[config.mk]
export PLATFORM = sky130hd
export DESIGN_NAME = hex_ascii_to_bin_parser
export DESIGN_NICKNAME = d
export VERILOG_FILES = /design/src/rtl/hex_ascii_to_bin_parser_pkg.sv /design/src/rtl/hex_ascii_to_bin_parser_ascii_to_nibble.sv /design/src/rtl/hex_ascii_to_bin_parser.sv
export SDC_FILE = /design/constraint.sdc
export NUM_CORES = 1
export LEC_CHECK = 0
export BUFFER_PORTS_ARGS = -buffer_cell sky130_fd_sc_hd__buf_4
export CAP_MARGIN = 20
export CELL_PAD_IN_SITES_DETAIL_PLACEMENT = 1
export CELL_PAD_IN_SITES_GLOBAL_PLACEMENT = 1
export CORE_MARGIN = 10
export CORE_UTILIZATION = 30
export DETAILED_ROUTE_END_ITERATION = 16
export PLACE_DENSITY = 0.69
export SYNTH_ARGS = -nofsm -noshare
export SYNTH_HDL_FRONTEND = slang
export SYNTH_SLANG_ARGS = --single-unit
[constraint.sdc]
create_clock -name clk -period 3.85 [get_ports clk]
set_clock_uncertainty 0.05 [all_clocks]
set_input_delay 0 -clock clk [delete_from_list [all_inputs] [get_ports clk]]
set_output_delay 0 -clock clk [all_outputs]
set_load 0.02 [all_outputs]
[src/rtl/hex_ascii_to_bin_parser_pkg.sv]
// Shared ASCII constants, FSM state encoding and sizing for the hex parser.
package hex_ascii_to_bin_parser_pkg;

    localparam logic [7:0] CHR_0    = 8'h30;
    localparam logic [7:0] CHR_9    = 8'h39;
    localparam logic [7:0] CHR_A_UC = 8'h41;
    localparam logic [7:0] CHR_F_UC = 8'h46;
    localparam logic [7:0] CHR_A_LC = 8'h61;
    localparam logic [7:0] CHR_F_LC = 8'h66;
    localparam logic [7:0] CHR_SP   = 8'h20;
    localparam logic [7:0] CHR_CR   = 8'h0D;
    localparam logic [7:0] CHR_LF   = 8'h0A;

    // Digit counter width; one bit wider than out_ndigits so the
    // incremented count can be compared against NDIGITS without wrapping.
    localparam int CNT_W = 5;

    typedef enum logic [1:0] {
        ST_IDLE  = 2'd0,
        ST_ACCUM = 2'd1,
        ST_EMIT  = 2'd2,
        ST_DRAIN = 2'd3
    } state_t;

endpackage

[src/rtl/hex_ascii_to_bin_parser_ascii_to_nibble.sv]
// Combinational ASCII character classifier: hex digit -> nibble, plus
// separator detection (space, CR, LF). Anything else is neither.
module ascii_to_nibble
    import hex_ascii_to_bin_parser_pkg::*;
(
    input  logic [7:0] ch,
    output logic [3:0] nibble,
    output logic       is_hex,
    output logic       is_sep
);

    logic [7:0] diff;

    // Classify the character and compute its nibble value.
    always_comb begin
        diff   = 8'h00;
        is_hex = 1'b0;
        is_sep = 1'b0;
        if (ch >= CHR_0 && ch <= CHR_9) begin
            diff   = ch - CHR_0;
            is_hex = 1'b1;
        end else if (ch >= CHR_A_UC && ch <= CHR_F_UC) begin
            diff   = ch - CHR_A_UC + 8'd10;
            is_hex = 1'b1;
        end else if (ch >= CHR_A_LC && ch <= CHR_F_LC) begin
            diff   = ch - CHR_A_LC + 8'd10;
            is_hex = 1'b1;
        end else if (ch == CHR_SP || ch == CHR_CR || ch == CHR_LF) begin
            is_sep = 1'b1;
        end
        nibble = diff[3:0];
    end

endmodule

[src/rtl/hex_ascii_to_bin_parser.sv]
// Streaming ASCII-hex to binary word parser.
//
//  state    | meaning
//  ---------+-----------------------------------------------------------
//  ST_IDLE  | no digits collected; separators ignored
//  ST_ACCUM | 1..NDIGITS-1 digits in acc
//  ST_EMIT  | word held on out_data/out_ndigits, out_valid=1, in_ready=0
//  ST_DRAIN | after an illegal char; discard until a separator
module hex_ascii_to_bin_parser
    import hex_ascii_to_bin_parser_pkg::*;
#(
    parameter int DATA_W  = 32,
    parameter int NDIGITS = DATA_W / 4
) (
    input  logic              clk,
    input  logic              rst,
    input  logic [7:0]        in_data,
    input  logic              in_valid,
    output logic              in_ready,
    output logic [DATA_W-1:0] out_data,
    output logic [3:0]        out_ndigits,
    output logic              out_valid,
    input  logic              out_ready,
    output logic              err_pulse
);

    state_t             state, state_nxt;
    logic [DATA_W-1:0]  acc, acc_nxt, acc_shift;
    logic [CNT_W-1:0]   count, count_nxt, count_inc;
    logic [DATA_W-1:0]  out_data_nxt;
    logic [3:0]         out_ndigits_nxt;
    logic               err_nxt;
    logic [3:0]         nibble;
    logic               is_hex, is_sep;
    logic               take;

    ascii_to_nibble u_nib (
        .ch     (in_data),
        .nibble (nibble),
        .is_hex (is_hex),
        .is_sep (is_sep)
    );

    // Handshake outputs decode straight from the state register so in_ready
    // never depends on in_valid.
    assign in_ready  = (state != ST_EMIT);
    assign out_valid = (state == ST_EMIT);
    assign take      = in_valid && in_ready;
    assign acc_shift = {acc[DATA_W-5:0], nibble};
    assign count_inc = count + 1'b1;

    // Next-state, accumulator, counter and output-word decode.
    always_comb begin
        state_nxt       = state;
        acc_nxt         = acc;
        count_nxt       = count;
        out_data_nxt    = out_data;
        out_ndigits_nxt = out_ndigits;
        err_nxt         = 1'b0;
        case (state)
            ST_IDLE, ST_ACCUM: begin
                if (take) begin
                    if (is_hex) begin
                        if (count_inc == CNT_W'(NDIGITS)) begin
                            out_data_nxt    = acc_shift;
                            out_ndigits_nxt = count_inc[3:0];
                            acc_nxt         = '0;
                            count_nxt       = '0;
                            state_nxt       = ST_EMIT;
                        end else begin
                            acc_nxt   = acc_shift;
                            count_nxt = count_inc;
                            state_nxt = ST_ACCUM;
                        end
                    end else if (is_sep) begin
                        if (state == ST_ACCUM) begin
                            out_data_nxt    = acc;
                            out_ndigits_nxt = count[3:0];
                            acc_nxt         = '0;
                            count_nxt       = '0;
                            state_nxt       = ST_EMIT;
                        end
                    end else begin
                        err_nxt   = 1'b1;
                        acc_nxt   = '0;
                        count_nxt = '0;
                        state_nxt = ST_DRAIN;
                    end
                end
            end
            ST_EMIT: begin
                if (out_ready) begin
                    state_nxt = ST_IDLE;
                end
            end
            ST_DRAIN: begin
                if (take && is_sep) begin
                    state_nxt = ST_IDLE;
                end
            end
            default: state_nxt = ST_IDLE;
        endcase
    end

    // State and datapath registers with synchronous reset.
    always_ff @(posedge clk) begin
        if (rst) begin
            state       <= ST_IDLE;
            acc         <= '0;
            count       <= '0;
            out_data    <= '0;
            out_ndigits <= '0;
            err_pulse   <= 1'b0;
        end else begin
            state       <= state_nxt;
            acc         <= acc_nxt;
            count       <= count_nxt;
            out_data    <= out_data_nxt;
            out_ndigits <= out_ndigits_nxt;
            err_pulse   <= err_nxt;
        end
    end

endmodule
==> results_dict.tcl, run 1 <==
set metrics [dict create \
    die_h_um 133 \
    yosys_warnings 0 \
    synthArstFlopShare_pct 0 \
    synth_edf_count 0 \
    ant_nets 0 \
    fin_crit_sh_pct 72.8 \
    tightest_slew_ps 939 \
    startpoint_type "input port" \
    pin_count 51 \
    crit_path_end_kind "flop" \
    clock_power_share_pct 48.0 \
    cts_inserted_buffers 9 \
    post_drt_wl_per_cell_um 16.7 \
    nets 455 \
    start_util_pct 30.4 \
    outcome "finished, final reports clean" \
    drc 0 \
    wl_met1_um 4840 \
    track_usage_pct 11.6 \
    synthAdderAreaFrac_pct 1.64 \
    vias_per_cell 5.12 \
    cp_num_cells 8 \
    dpl.hpwl_um 6960 \
    grt_pass1_wl_um 17100 \
    cpMaxStageDelayCell "nor3_2" \
    cp_max_fo 31 \
    ctsLongestPathBuffers 2 \
    clkTransAtPathRegs_ps 60 \
    syn_nets 419 \
    setup_viol 0 \
    cts_max_level 3 \
    rsz0062_at_grt "false" \
    avgSynthCellArea_um2 9.47 \
    cts_root_buf "clkbuf_16" \
    path_buf_inv 3 \
    fin_crit_ps 2800 \
    final_common_cell "dfxtp_1" \
    cp.required_ps 4080 \
    p_leak_nw 1.84 \
    maxCapViolCount 0 \
    die_x_um 133 \
    power.switching_uw 390 \
    synth-seq-cells 76 \
    drt-initial-drc-count 157 \
    hold_path_startpoint "in_data[1]" \
    wl_met3_um 409 \
    hold_viol 0 \
    vias 3150 \
    crit_arrival_ps 3030 \
    peakVddDrop_v 0.000212 \
    fp-row-count 41 \
    hp-class "input port to flop" \
    worstSetupPathType "input port to flop" \
    cp_top_family "simple AND/OR/NAND/NOR gates" \
    cts_tree "yes" \
    synth_top_area_share_pct 40.0 \
    reg2regPathDepth 6 \
    place_congestion 0.812 \
    r2r_start "count[0]" \
    first_pass_iters 4 \
    num_antenna_cells 0 \
    synthXorXnorAreaFrac_pct 0.230 \
    synth_area_leader_cell "dfxtp_1" \
    startpoint "in_data[3]" \
    pwr-share-seq_pct 46.4 \
    finalSetupTns_ps 0 \
    synth-compound-area-share_pct 23.1 \
    synth.cell_area_um2 3810 \
    slew_viol_final 0 \
    ys_types 49 \
    hold_path_depth 3 \
    syn_inst 402 \
    swShare_pct 22.8 \
    p_int_mw 1.32 \
    insertion_delay_ps 340 \
    num-fill-cells 1448 \
    fp.dieArea_um2 17600 \
    grt_overflow 0 \
    grt_antenna_before_repair 0 \
    synth_area_leaders "dfxtp_1, mux2_4, a22o_1" \
    power_mw 1.71 \
    wl_met2_um 4890 \
    grt_pass1_vias 3333 \
    power_density_nw_per_um2 373 \
    path_cells "dlygate4sd3_1 -> buf_4 -> or4b_4 -> nor3_2 -> o21ai_0 -> nor3_2 -> buf_4 -> a22o_1" \
    yosys.area_share.simple_pct 15.8 \
    grt_max_degree 72 \
    routed.top_layer "met4" \
    synth-seq-area-share_pct 40.0 \
    p_comb_share_pct 5.6 \
    mostFrequentLayoutCells "dfxtp_1, buf_4, o21ai_0" \
    synth_top_family_by_area "compound AO/OA/AOI/OAI gates" \
    synthMuxAreaShare_pct 13.8 \
    max_stage_delay_ps 720 \
    fmax_ghz 0.357 \
    slew_headroom_pct 37.1 \
    core_um2 12500 \
    final_layout_size_suffix_gt1_share_pct 25.5 \
    synthFlopType "dfxtp_1" \
    cts_sinks 76 \
    io_buffer_count 50 \
    wl_um 10300 \
    area_delta_synth_final_pct 20.5 \
]
[area by class of cell]
class                      count  area, um2  area share (%)
clock inverter                 5       52.6            1.15
inverter                      10       37.5           0.818
clock buffer                  11        233            5.07
tap                          172        215            4.69
timing repair buffer          59        448            9.76
sequential                    76       1520            33.2
multi-input combinational    282       2080            45.4
[tightest hold or removal path: stages]
cell and delay, ps:
buf_4 110, a22oi_1 130, o2bb2ai_1 150
[power by group through the flow]
stage               registers, mW  clock network, mW  logic, mW
global route                0.794              0.883      0.105
floorplan                   0.811                  0     0.0621
CTS                         0.794              0.850     0.0965
detailed placement          0.811                  0     0.0947
finish                      0.794              0.820     0.0955
global placement            0.811                  0     0.0920
[registers in the layout, indices dropped and copies added, names as in the netlist]
register	cells
acc	32
count	5
err_pulse	1
out_data	32
out_ndigits	4
state	2
[path summary, 6_finish.rpt]
check        slack [ps]             end
max                1050         acc[12]
min                  40          acc[1]
max reg2reg        1800    out_data[21]
min reg2reg         420  out_ndigits[2]
[timing repair]
| action | 4_1_cts | 5_1_grt |
|---|---|---|
| setup buffers | 0 | 0 |
| gates resized for setup | 0 | 0 |
| endpoints found under the hold margin | 2 | 0 |
| hold buffers | 2 | 0 |
| endpoints found under the setup margin | 0 | 0 |
[per-stage QoR]
stage	setup WS, ps	utilization (%)	instances	hold WS, ps	cell area, um2
2_1_floorplan	1820	-	402	174	3810
3_3_place_gp	1320	34.2	597	295	4280
3_5_place_dp	1270	34.2	597	312	4280
4_1_cts	1090	36.7	615	34.1	4590
5_1_grt	837	36.7	615	42.7	4590
6_report	1050	36.7	615	36.0	4590
[layer usage]
layer  GRT usage (%)  vias to the layer above
met3            3.44                       11
met4            3.55                        0
li1                -                     1544
met1            14.4                     1542
met5               0                        -
met2            19.0                       53
[cell usage after synthesis (7+ instances only)]
| cell | count |
|---|---|
| dfxtp_1 | 76 |
| mux2i_1 | 7 |
| nand2_1 | 10 |
| inv_1 | 10 |
| a21oi_1 | 37 |
| a22o_1 | 31 |
| mux2_2 | 7 |
| nand3_1 | 34 |
| mux2_4 | 25 |
| o21ai_0 | 40 |
| clkbuf_1 | 21 |
| nor2b_1 | 32 |
[kinds of logic (layout without fill, tap and decap cells)]
family	Yosys count	count (layout)
xor+xnor	1	1
fa+ha+maj	5	5
simple gates	104	104
mux	39	39
buf+inv	44	85
flops	76	76
compound gates	133	133
(Power assumes the default switching activity.)
==> run 2: changes to the inputs <==
- ABC_AREA: unset -> 1
- PLACE_DENSITY: 0.69 -> 0.71
- clock period: 3.85 -> 2.9 ns (I/O delays scaled with it)
==> results_dict.tcl, run 2 <==
set metrics [dict create \
    synth_most_common_cell "nand2_1" \
    synth_area_leaders "dfxtp_1, nand2_1, nor2_1" \
    hold_path_depth 5 \
    cts_root_buf "clkbuf_16" \
    ys_types 28 \
    synthXorXnorAreaFrac_pct 0.218 \
    core_um2 13200 \
    die_x_um 136 \
    post_drt_wl_per_cell_um 14.0 \
    path_cells "ha_1 -> nand3_1 -> nand2_1 -> nand3_1 -> nor2_2 -> nand2_2 -> nand2_2 -> nand2_8 -> inv_4 -> nor2_1 -> nor2_1" \
    fin_crit_ps 2230 \
    startpoint_type "flop" \
    synth-seq-cells 76 \
    final_cell_area_um2 4710 \
    synthAdderAreaFrac_pct 1.56 \
    synth-seq-area-share_pct 37.8 \
    final_common_cell "nand2_1" \
    power_mw 2.80 \
    die_h_um 136 \
    cts_resized 0 \
    placed_area_um2 4420 \
    final_util_pct 35.7 \
    p_leak_nw 1.97 \
    rsz0062_at_grt "false" \
    area_delta_synth_final_pct 17.2 \
    cp.required_ps 3120 \
    first_pass_iters 4 \
    cts_max_level 3 \
    synth_area_leader_cell "dfxtp_1" \
    fp.dieArea_um2 18400 \
    fmax_ghz 0.449 \
    maxCapViolCount 0 \
    yosys.area_share.simple_pct 36.9 \
    reg2regPathDepth 11 \
    outcome "finished, final reports clean" \
    cts_hold_buffers 0 \
    cts_sinks 76 \
    num-fill-cells 1663 \
    cts_inserted_buffers 9 \
    synth_common_cells "nand2_1, nor2_1, dfxtp_1" \
    io_buffer_count 50 \
    drc 0 \
    synthMuxAreaShare_pct 0 \
    drt-initial-drc-count 215 \
    post_cts_buffers 0 \
    finalSetupTns_ps 0 \
    insertion_delay_ps 340 \
    cp_top_family "simple AND/OR/NAND/NOR gates" \
    synth_top_area_share_pct 37.8 \
    track_usage_pct 12.0 \
    stdcell_count 772 \
    vias_per_cell 4.64 \
    fp-row-count 42 \
    hold_viol 0 \
    crit_arrival_ps 2450 \
    mostFrequentLayoutCells "nand2_1, nor2_1, dfxtp_1" \
    ant_nets 0 \
    ctsLongestPathBuffers 2 \
    path_buf_inv 1 \
    final_layout_size_suffix_gt1_share_pct 23.0 \
    grt_antenna_before_repair 0 \
    avgSynthCellArea_um2 7.19 \
    cpMaxStageDelayCell "dfxtp_1" \
    timing.hold.ws_ps 109 \
    cp_num_cells 11 \
    dpl.hpwl_um 7590 \
    synth_top_family_by_area "simple AND/OR/NAND/NOR gates" \
    num_antenna_cells 0 \
    grt_pass1_vias 3570 \
    wl_um 10800 \
    max_stage_delay_ps 440 \
    clkTransAtPathRegs_ps 60 \
    power_density_nw_per_um2 593 \
    setup_viol 0 \
    grt_max_degree 54 \
    vias 3580 \
    synth_edf_count 0 \
    pin_count 51 \
    cp_max_fo 37 \
    syn_inst 559 \
    grt_overflow 0 \
    layout_setup_ws_ps 670 \
    peakVddDrop_v 0.000266 \
    worstSetupPathType "flop to flop" \
    crit_path_end_kind "flop" \
    grt_pass1_wl_um 18200 \
    cts_tree "yes" \
    largestRegisters "acc x32, out_data x32, count x5" \
    synth.cell_area_um2 4020 \
    synthFlopType "dfxtp_1" \
    nets 610 \
    start_util_pct 30.5 \
    synthArstFlopShare_pct 0 \
    tightest_slew_ps 645 \
    placed_cells 758 \
    synth-compound-area-share_pct 14.6 \
    dp_slack_ps 645 \
    fin_crit_sh_pct 76.9 \
    slew_headroom_pct 57.0 \
    yosys_warnings 0 \
    syn_nets 576 \
    slew_viol_final 0 \
    hp-class "input port to flop" \
    place_congestion 0.809 \
]
-- run 2: final timing paths --
| check | startpoint | to | slack (ps) |
|---|---|---|---|
| worst max-delay path | count[0] | out_data[8] | 670 |
| worst min-delay path | in_valid | err_pulse | 110 |
| worst max register to register | count[0] | out_data[8] | 670 |
| worst min register to register | acc[30] | acc[30] | 430 |
-- run 2: layer usage --
layer / wire length (um) / global-route usage, %
met5: 0 / 0
met4: 203 / 5.38
met3: 559 / 2.86
met2: 4690 / 18.3
met1: 5330 / 15.7
-- run 2: layout make-up --
cell class	count	area [um2]	share of cell area, %
clock buffer	12	256	5.44
clock inverter	2	35.0	0.744
inverter	31	124	2.63
multi-input combinational	420	2140	45.4
sequential	76	1520	32.3
tap	176	220	4.67
timing repair buffer	55	413	8.76
-- run 2: logic make-up (layout without fill, tap and decap cells) --
group,Yosys count,count (layout)
flops,76,76
xor+xnor,1,1
buf+inv,63,100
simple gates,334,334
compound gates,80,80
fa+ha+maj,5,5
-- run 2: power by group --
group	switching, mW	internal (mW)
Clock	0.421	0.702
Combinational	0.403	0.155
Sequential	0.0357	1.08
Total	0.860	1.94
-- run 2: worst register-to-register path, stage by stage (launching register included) --
cell	delay, ps
dfxtp_1	440
ha_1	270
nand3_1	110
nand2_1	110
nand3_1	100
nor2_2	150
nand2_2	90
nand2_2	130
nand2_8	180
inv_4	340
nor2_1	90
nor2_1	110
